## src/rtl/seq_mult_iter_if.sv

```systemverilog
// rtl/seq_mult_iter_if.sv - start/busy/done operand and result bundle for seq_mult_iter
interface seq_mult_iter_if #(
   parameter int WIDTH = 32
);
   logic                 start;
   logic                 signed_mode;
   logic [WIDTH-1:0]     a;
   logic [WIDTH-1:0]     b;
   logic                 busy;
   logic                 done;
   logic [2*WIDTH-1:0]   result;

   modport master (
      output start, signed_mode, a, b,
      input  busy, done, result
   );

   modport slave (
      input  start, signed_mode, a, b,
      output busy, done, result
   );
endinterface

```

## src/rtl/seq_mult_iter.sv

```systemverilog
// rtl/seq_mult_iter.sv - iterative radix-2 shift-add multiplier, signed or unsigned per operation
module seq_mult_iter #(
   parameter int WIDTH = 32
) (
   input  logic           clk,
   input  logic           rst,
   seq_mult_iter_if.slave bus
);
   localparam int CW = $clog2(WIDTH);

   typedef enum logic [1:0] {IDLE, RUN, FINISH} state_t;

   state_t               state;
   state_t               state_next;
   logic [CW-1:0]        count;
   logic [2*WIDTH-1:0]   acc;
   logic [2*WIDTH-1:0]   acc_next;
   logic [2*WIDTH-1:0]   mcand;
   logic [WIDTH-1:0]     mplier;
   logic [WIDTH-1:0]     mag_a;
   logic [WIDTH-1:0]     mag_b;
   logic                 neg;
   logic                 accept;
   logic                 last;
   logic                 busy_q;
   logic                 done_q;
   logic [2*WIDTH-1:0]   result_q;

   // Magnitudes fit in WIDTH unsigned bits, including |-2^(WIDTH-1)|.
   always_comb begin
      mag_a      = (bus.signed_mode && bus.a[WIDTH-1]) ? (~bus.a + WIDTH'(1)) : bus.a;
      mag_b      = (bus.signed_mode && bus.b[WIDTH-1]) ? (~bus.b + WIDTH'(1)) : bus.b;
      accept     = bus.start && ((state == IDLE) || (state == FINISH));
      last       = (count == CW'(WIDTH - 1));
      acc_next   = mplier[0] ? (acc + mcand) : acc;
      state_next = state;
      case (state)
         IDLE:    if (accept) state_next = RUN;
         RUN:     if (last) state_next = FINISH;
         FINISH:  state_next = accept ? RUN : IDLE;
         default: state_next = IDLE;
      endcase
   end

   always_ff @(posedge clk) begin
      if (rst) begin
         state    <= IDLE;
         count    <= '0;
         acc      <= '0;
         mcand    <= '0;
         mplier   <= '0;
         neg      <= 1'b0;
         busy_q   <= 1'b0;
         done_q   <= 1'b0;
         result_q <= '0;
      end else begin
         state  <= state_next;
         busy_q <= (state_next == RUN);
         done_q <= (state_next == FINISH);
         if (accept) begin
            mcand  <= {{WIDTH{1'b0}}, mag_a};
            mplier <= mag_b;
            neg    <= bus.signed_mode & (bus.a[WIDTH-1] ^ bus.b[WIDTH-1]);
            acc    <= '0;
            count  <= '0;
         end else if (state == RUN) begin
            // Multiplicand shifts left while multiplier shifts right: bit count sits at mplier[0].
            acc    <= acc_next;
            mcand  <= mcand << 1;
            mplier <= mplier >> 1;
            count  <= count + CW'(1);
            if (last) result_q <= neg ? ('0 - acc_next) : acc_next;
         end
      end
   end

   assign bus.busy   = busy_q;
   assign bus.done   = done_q;
   assign bus.result = result_q;
endmodule

```

## src/flat_wrapper.sv

```systemverilog
// flat-port wrapper written by rule: the top's interface ports become plain ports
module seq_mult_iter_flat 
#(
   parameter int WIDTH = 32
)
  (clk, rst, bus_start, bus_signed_mode, bus_a, bus_b, bus_busy, bus_done, bus_result);
  seq_mult_iter_if #(.WIDTH(WIDTH)) bus_i ();
  input  logic clk;
  input  logic rst;
  input wire logic [$bits(bus_i.start)-1:0] bus_start;
  input wire logic [$bits(bus_i.signed_mode)-1:0] bus_signed_mode;
  input wire logic [$bits(bus_i.a)-1:0] bus_a;
  input wire logic [$bits(bus_i.b)-1:0] bus_b;
  output wire logic [$bits(bus_i.busy)-1:0] bus_busy;
  output wire logic [$bits(bus_i.done)-1:0] bus_done;
  output wire logic [$bits(bus_i.result)-1:0] bus_result;
  assign bus_i.start = bus_start;
  assign bus_i.signed_mode = bus_signed_mode;
  assign bus_i.a = bus_a;
  assign bus_i.b = bus_b;
  assign bus_busy = bus_i.busy;
  assign bus_done = bus_i.done;
  assign bus_result = bus_i.result;
  seq_mult_iter #(.WIDTH(WIDTH)) u_core (.clk(clk), .rst(rst), .bus(bus_i));
endmodule
```

## config.mk

```make
export PLATFORM = sky130hd
export DESIGN_NAME = seq_mult_iter_flat
export DESIGN_NICKNAME = d
export VERILOG_FILES = /design/src/rtl/seq_mult_iter_if.sv /design/src/rtl/seq_mult_iter.sv /design/src/flat_wrapper.sv
export SDC_FILE = /design/constraint.sdc
export NUM_CORES = 1
export LEC_CHECK = 0
export CAP_MARGIN = 40
export CORE_MARGIN = 2
export CORE_UTILIZATION = 35
export DETAILED_ROUTE_END_ITERATION = 8
export SLEW_MARGIN = 20
export SYNTH_ARGS = -nofsm -noshare
export SYNTH_HDL_FRONTEND = slang
export SYNTH_SLANG_ARGS = --single-unit
```

## constraint.sdc

```tcl
create_clock -name clk -period 5.7 [get_ports clk]
set_input_delay 0.57 -clock clk [delete_from_list [all_inputs] [get_ports clk]]
set_output_delay 0.57 -clock clk [all_outputs]
set_load 0.1 [all_outputs]
```

# Yosys cells after proc, flatten, opt, wreduce, memory -nomap -nowiden
# Cells that the tools add are included.
# totals
out_inout_bits	66
word_cells	45
ff_bits	234
input_bits	68
# classes
add_sub_neg	5
eq_ne	5
n_reduce_logical	8
mux	12
n_bitwise	5
# ops
operator	n
$mux 32	6
$mux 64	2
$add 32x1->32 const B	2
$add 64x64->64	1
$not 32->32	2
$sub 1x64->64 const A	1
$pmux 2 s3	1
$add 5x1->5 const B	1
$eq 5x5->1 const B	1
$eq 2x1->1 const B	2
$eq 2x2->1 const B	2
$mux 2	2
$logic_and 1x1->1	3
$reduce_and 3->1	1
$logic_not 2->1	1
$reduce_bool 2->1	1
$reduce_or 2->1	1
$and 1x1->1	1
$logic_or 1x1->1	1
$mux 1	1
$not 1->1	1
$xor 1x1->1	1

# Logic depth before layout (Yosys ltp)
# Gate-level depths: netlist of run 1.
# depth
word_depth	6
depth_mapped	16
ltp_nobuf	16

# Worst setup path after synthesis of run 1
# OpenSTA, ideal clock, no wires.
# synth_path
path_type	register to register
from	register u_core.mcand[0]
to	register u_core.result_q[59] (netlist: u_core.bus.result[59])
path_stages_with_launch	16
synth_period_minus_slack_ns	3.970
path_buffers	0
setup_time_ns	0.075
arrival_ns	3.895
slack_ns	1.730
required_ns	5.625
cell_sequence	dfxtp_1 > ha_1 > inv_1 > fa_1 > nor2b_4 > o31a_4 > o31a_1 > or3_1 > a311oi_2 > nand4_2 > and4b_2 > nand3_4 > nor4_4 > nand4b_4 > or4_1 > a31oi_1
# synth_between
elab_chain_cells	4
# synth_rtl
item	line	text
from (decl)	seq_mult_iter.sv:18	logic [2*WIDTH-1:0] mcand;
from (signal assigned)	seq_mult_iter.sv:61	mcand <= {{WIDTH{1'b0}}, mag_a};
from (signal assigned)	seq_mult_iter.sv:69	mcand <= mcand << 1;
$add 64x64->64 *	seq_mult_iter.sv:35	acc_next = mplier[0] ? (acc + mcand) : acc;
$mux 64 *	seq_mult_iter.sv:35	
$sub 1x64->64	seq_mult_iter.sv:72	if (last) result_q <= neg ? ('0 - acc_next) : acc_next;
$mux 64 *	seq_mult_iter.sv:72	
to (signal assigned)	seq_mult_iter.sv:72	
to (decl)	seq_mult_iter.sv:27	logic [2*WIDTH-1:0] result_q;
# Every way passes the cells marked *; elsewhere a longest branch is shown, timed or not.
# A chain may end at the register's enable or synchronous reset.

# Worst setup path in the final report of run 1
# layout_path
from	register u_core.mcand[0]
to	register u_core.result_q[62] (netlist: u_core.bus.result[62])
# Same word-level chain as after synthesis.

==> flow_summary.json, run 1 <==
{
  "p_leak_nw": 7.80,
  "cap_violations": 0,
  "swShare_pct": 32.6,
  "dp_slack_ns": 0.486,
  "synth.most_common_cell": "nand2_1",
  "dpl.hpwl_um": 49200,
  "finalWorstSetupSlack_ns": 0.386,
  "portBuffers": 133,
  "hold_buffers": 0,
  "synth_top_family_by_area": "compound AO/OA/AOI/OAI gates",
  "worstPathArrival_ns": 5.76,
  "drive_gt1_share_pct": 8.36,
  "yosysSeqAreaShare_pct": 26.8,
  "n_fill_cell": 4977,
  "max_freq_mhz": 188,
  "start_util_pct": 35.6,
  "avgRoutedWirePerCell_um": 19.8,
  "globalRoute.totalOverflow": 0,
  "die-area_sq_um": 51800,
  "syn-mean-instance-area_sq_um": 7.22,
  "finalSetupTns_ns": 0,
  "path_cells": "ha_1 -> inv_1 -> fa_1 -> nor2b_4 -> o31ai_1 -> a21oi_1 -> o21ai_0 -> a31oi_2 -> nand4_1 -> nor4b_2 -> nand4_1 -> nor3_1 -> a41oi_1 -> xnor2_1 -> o21ai_0",
  "relSlewSlack_pct": 36.2,
  "synth_fa_ha_area_share_pct": 4.98,
  "cts.sinks": 234,
  "total_power_mw": 4.62,
  "syn_area_sq_um": 17500,
  "cts-resized-gates": 0,
  "grt_pass1_wl_um": 98900,
  "crit_path_top_delay_cell": "a21oi_1",
  "hp-class": "in -> reg",
  "drt-pass1-iter-count": 5,
  "routed_wl_um": 63500,
  "synth_cells": 2421,
  "gp_congestion": 1.01,
  "ios": 134,
  "rsz0062_at_grt": "no",
  "fin_cells": 3213,
  "fin_area_sq_um": 21400,
  "synth_compound_area_share_pct": 28.4,
  "comb_power_share_pct": 22.6,
  "seq_power_share_pct": 38.4,
  "synth_commonest_cells": "431 x nand2_1, 290 x nor2_1, 234 x dfxtp_1",
  "status": "complete, no violations",
  "placed_area_sq_um": 20400,
  "insertion_delay_ns": 0.56,
  "power.net_switching_mw": 1.51,
  "hold_viol_final": 0,
  "vias": 18800,
  "synthArstFlopShare_pct": 0,
  "final-max-slew-violation-count": 0,
  "diodes": 0,
  "min_period_over_period_pct": 93.2,
  "antenna_found_initial": 0,
  "dp_cells": 3157,
  "setup.worst_path.class": "reg -> reg",
  "die_h_um": 228,
  "cts_tree": "built",
  "final_core_utilization_pct": 43.6,
  "cts_max_level": 1,
  "via_per_inst": 5.85,
  "root_buffer": "clkbuf_16",
  "hold_slack_ns": 0.401,
  "synth-edff-count": 0,
  "synth_ff_type": "dfxtp_1",
  "ant_nets": 0,
  "yosys_warnings": 0,
  "p_int_mw": 3.12,
  "ir_drop_mv": 0.208,
  "synth_seq_cells": 234,
  "muxShareOfSynthArea_pct": 1.75,
  "grt_use_total_pct": 24.1,
  "pwr-share-clk_pct": 39.0,
  "area_growth_pct": 22.6,
  "synth-simple-area-share_pct": 28.1,
  "rows": 81,
  "path_max_fanout": 6,
  "worst_slew_pin_slew_ns": 0.958,
  "die_w_um": 228,
  "grt_pass1_vias": 18100,
  "yosys.cell_types.count": 101,
  "drc": 0,
  "cp_data_required_time_ns": 6.14,
  "cts.path.max_buffers": 3,
  "coreArea_sq_um": 49200,
  "fin_crit_ns": 5.31,
  "cp-end-kind": "flop",
  "clk_pin_slew_ns": 0.06,
  "setup_viol": 0,
  "grt_start_max_net_pins": 93,
  "clock_skew_ns": 0.00747,
  "crit_path_max_incr_delay_ns": 0.69,
  "yosysTopAreaCell": "dfxtp_1",
  "drtIter0Drc": 1510,
  "post_cts_buffers": 0,
  "synthXorXnorAreaFrac_pct": 5.71,
  "synth_nets": 2558,
  "synth_top_area_share_pct": 26.8,
  "layout.nets": 2664,
  "cts_buffers": 28,
  "cp-start-kind": "flop",
  "ys_top_cells_by_area": "dfxtp_1 27%, nand2_1 9.3%, nor2_1 6.2%",
  "powerDensity_nw_per_um2": 216
}
critical path, delay by kind of cell (launching register included):
kind | cells | cell delay [ns]
simple gates | 5 | 1.93
fa+ha+maj | 2 | 0.69
xor+xnor | 1 | 0.18
buf+inv | 1 | 0.07
flops | 1 | 0.40
compound gates | 6 | 1.92
layer usage:
layer | part of all wire (%) | vias up | global-route usage, % | routed length, um
met5 | 0 | - | 0 | 0
met2 | 51 | 560 | 44.8 | 32300
li1 | - | 9075 | - | -
met3 | 4.4 | 148 | 2.79 | 2820
met4 | 4.9 | 0 | 10.4 | 3130
met1 | 40 | 9014 | 27.6 | 25300
cell families after synthesis:
| family | after synthesis |
|---|---|
| flip-flops | 234 |
| adder cells (fa/ha/maj) | 69 |
| XOR/XNOR | 114 |
| AND/OR/NAND/NOR | 1061 |
| multiplexers | 30 |
| AO/OA/AOI/OAI | 728 |
| buffers and inverters | 185 |
area by class of cell:
class	instances	area (sq um)	share of cell area (%)
flip-flops and latches	234	4690	21.9
repair buffers	233	2810	13.1
clock buffers	37	776	3.62
inverters	28	105	0.490
well taps	664	831	3.88
clock inverters	15	136	0.636
multi-input cells	2002	12100	56.4
sequential cells by signal, summed over array words and instances (netlist names), 2 cells and up:
register	flops
u_core.acc	64
u_core.bus.result	64
u_core.mcand	64
u_core.mplier	32
u_core.count	5
u_core.state	2
cell usage in the layout, fill, tap and decap left out, types with 54 or more instances in the layout:
master,instances
clkdlybuf4s50_1,132
dfxtp_1,232
a21oi_1,217
a311oi_1,65
xnor2_1,60
a211oi_1,69
buf_8,56
nor3_1,62
ha_1,68
o21ai_0,108
nand2_1,429
nor2_1,290
xor2_1,54
worst paths after layout:
check	from	endpoint	slack (ns)	depth (start not counted)
worst min register to register	u_core.bus.result[16]	u_core.bus.result[16]	0.45	2
worst max-delay path	u_core.mcand[0]	u_core.bus.result[62]	0.39	15
worst min-delay path	rst	u_core.bus.result[25]	0.40	2
worst max register to register	u_core.mcand[0]	u_core.bus.result[62]	0.39	15
power groups by stage:
stage / sequential (mW) / clock, mW / combinational [mW]
after global routing: 1.78 / 1.90 / 1.15
after CTS: 1.77 / 1.84 / 1.03
final: 1.78 / 1.80 / 1.05
after floorplan: 1.78 / 0 / 0.728
after detailed placement: 1.81 / 0 / 1.02
after global placement: 1.81 / 0 / 1.00
No activity file was read; power rests on OpenSTA's default activity.
==> run 2: changes to the inputs <==
--- a/config.mk
+++ b/config.mk
@@ -5,7 +5,7 @@
 export SDC_FILE = /design/constraint.sdc
 export NUM_CORES = 1
 export LEC_CHECK = 0
-export CAP_MARGIN = 40
+export CAP_MARGIN = 20
 export CORE_MARGIN = 2
 export CORE_UTILIZATION = 35
 export DETAILED_ROUTE_END_ITERATION = 8
==> flow_summary.json, run 2 (synthesis results as in run 1) <==
{
  "worst_slew_pin_slew_ns": 1.07,
  "setup_viol": 0,
  "max_freq_mhz": 190,
  "setup.worst_path.class": "reg -> reg",
  "reg2reg_slack_ns": 0.45,
  "cts_buffers": 28,
  "clock_skew_ns": 0.0228,
  "grt_start_max_net_pins": 93,
  "cap_violations": 0,
  "cts.path.max_buffers": 3,
  "rows": 81,
  "cts_max_level": 1,
  "cts.sinks": 234,
  "rsz0062_at_grt": "no",
  "ant_nets": 0,
  "insertion_delay_ns": 0.58,
  "crit_path_top_delay_cell": "a21oi_1",
  "drc": 0,
  "fin_crit_ns": 5.25,
  "ir_drop_mv": 0.194,
  "dpl.hpwl_um": 47900,
  "start_util_pct": 35.6,
  "drt-pass1-iter-count": 6,
  "drtIter0Drc": 1302,
  "status": "complete, no violations",
  "avgRoutedWirePerCell_um": 19.9,
  "rr_startpoint": "u_core.mcand[0]",
  "cp-start-kind": "flop",
  "finalSetupTns_ns": 0,
  "die_w_um": 228,
  "post_cts_buffers": 0,
  "area_growth_pct": 15.5,
  "final_cell_mix": "429 x nand2_1, 290 x nor2_1, 232 x dfxtp_1",
  "routed_wl_um": 62400,
  "coreArea_sq_um": 49200,
  "min_period_over_period_pct": 92.1,
  "gp_congestion": 1.01,
  "relSlewSlack_pct": 28.2,
  "crit_path_max_incr_delay_ns": 0.66,
  "whs_path_depth": 2,
  "crit_buf_inv": 1,
  "clk_pin_slew_ns": 0.06,
  "hp-class": "in -> reg",
  "cp_data_required_time_ns": 6.15,
  "cp_top_family": "simple AND/OR/NAND/NOR gates",
  "hold_buffers": 0,
  "final_common_cell": "nand2_1",
  "worstPathArrival_ns": 5.70,
  "p_leak_nw": 7.22,
  "vias": 18500,
  "die_h_um": 228,
  "final-max-slew-violation-count": 0,
  "grt_use_total_pct": 23.5,
  "cts_tree": "built",
  "globalRoute.totalOverflow": 0,
  "hold_end": "u_core.bus.result[20]",
  "ios": 134,
  "cp-end-kind": "flop",
  "rr_endpoint": "u_core.bus.result[62]",
  "worstHoldStart": "rst",
  "grt_pass1_wl_um": 96600,
  "hold_viol_final": 0,
  "total_power_mw": 4.69,
  "via_per_inst": 5.89,
  "r2r_cells": 15,
  "path_cells": "ha_1 -> inv_1 -> fa_1 -> nor2b_4 -> o31ai_1 -> a21oi_1 -> o21ai_0 -> a31oi_2 -> nand4_1 -> nor4b_2 -> nand4_1 -> nor3_1 -> a41oi_1 -> xnor2_1 -> o21ai_0",
  "powerDensity_nw_per_um2": 232,
  "path_max_fanout": 6,
  "grt_pass1_vias": 17600,
  "portBuffers": 133,
  "layout.nets": 2589,
  "diodes": 0,
  "cts-resized-gates": 0,
  "die-area_sq_um": 51800,
  "antenna_found_initial": 0,
  "root_buffer": "clkbuf_16",
  "drive_gt1_share_pct": 5.58,
  "n_fill_cell": 5080
}
run 2: changes by cell type in the layout (fill, tap and decap cells not counted), sizes merged:
cell and change:
clkbuf +2, buf -75, clkinvlp -2, clkinv -4, bufinv +1
run 2: stage by stage:
step	worst slack, ns	instances	utilization [%]	cell area [sq um]	hold slack (ns)
after CTS	0.457	3135	41.1	20200	0.370
after global routing	0.0305	3135	41.1	20200	0.387
after global placement	0.501	3086	39.1	19200	0.443
after floorplan	1.73	2421	-	17500	0.441
final	0.450	3135	41.1	20200	0.390
after detailed placement	0.506	3086	39.1	19200	0.444
run 2: layout make-up:
| class | count | area, sq um | share of cell area [%] |
|---|---|---|---|
| Clock buffer | 39 | 833 | 4.13 |
| Clock inverter | 10 | 131 | 0.651 |
| Inverter | 28 | 105 | 0.520 |
| Multi-Input combinational cell | 2002 | 12100 | 59.9 |
| Sequential cell | 234 | 4690 | 23.2 |
| Tap cell | 664 | 831 | 4.11 |
| Timing Repair Buffer | 158 | 1520 | 7.51 |
run 2: power by group:
| part | switching [mW] | internal [mW] |
|---|---|---|
| sequential | 0.0742 | 1.71 |
| combinational | 0.673 | 0.349 |
| clock | 0.743 | 1.15 |
| total | 1.49 | 3.20 |
run 2: how the worst max path moves through the flow:
stage                    startpoint  cells after the start               endpoint  slack, ns
floorplan           u_core.mcand[0]                     15  u_core.bus.result[59]       1.73
global placement    u_core.mcand[0]                     15  u_core.bus.result[62]       0.50
detailed placement  u_core.mcand[0]                     15  u_core.bus.result[62]       0.51
CTS                 u_core.mcand[0]                     15  u_core.bus.result[62]       0.46
global route        u_core.mcand[0]                     15  u_core.bus.result[62]       0.03
finish              u_core.mcand[0]                     15  u_core.bus.result[62]       0.45
run 2: per-layer routing:
metal	track usage, %	vias up	wire [um]
li1	-	8938	-
met1	27.2	8798	25200
met2	42.7	568	31000
met3	2.65	158	2670
met4	11.9	0	3490
met5	0	-	0
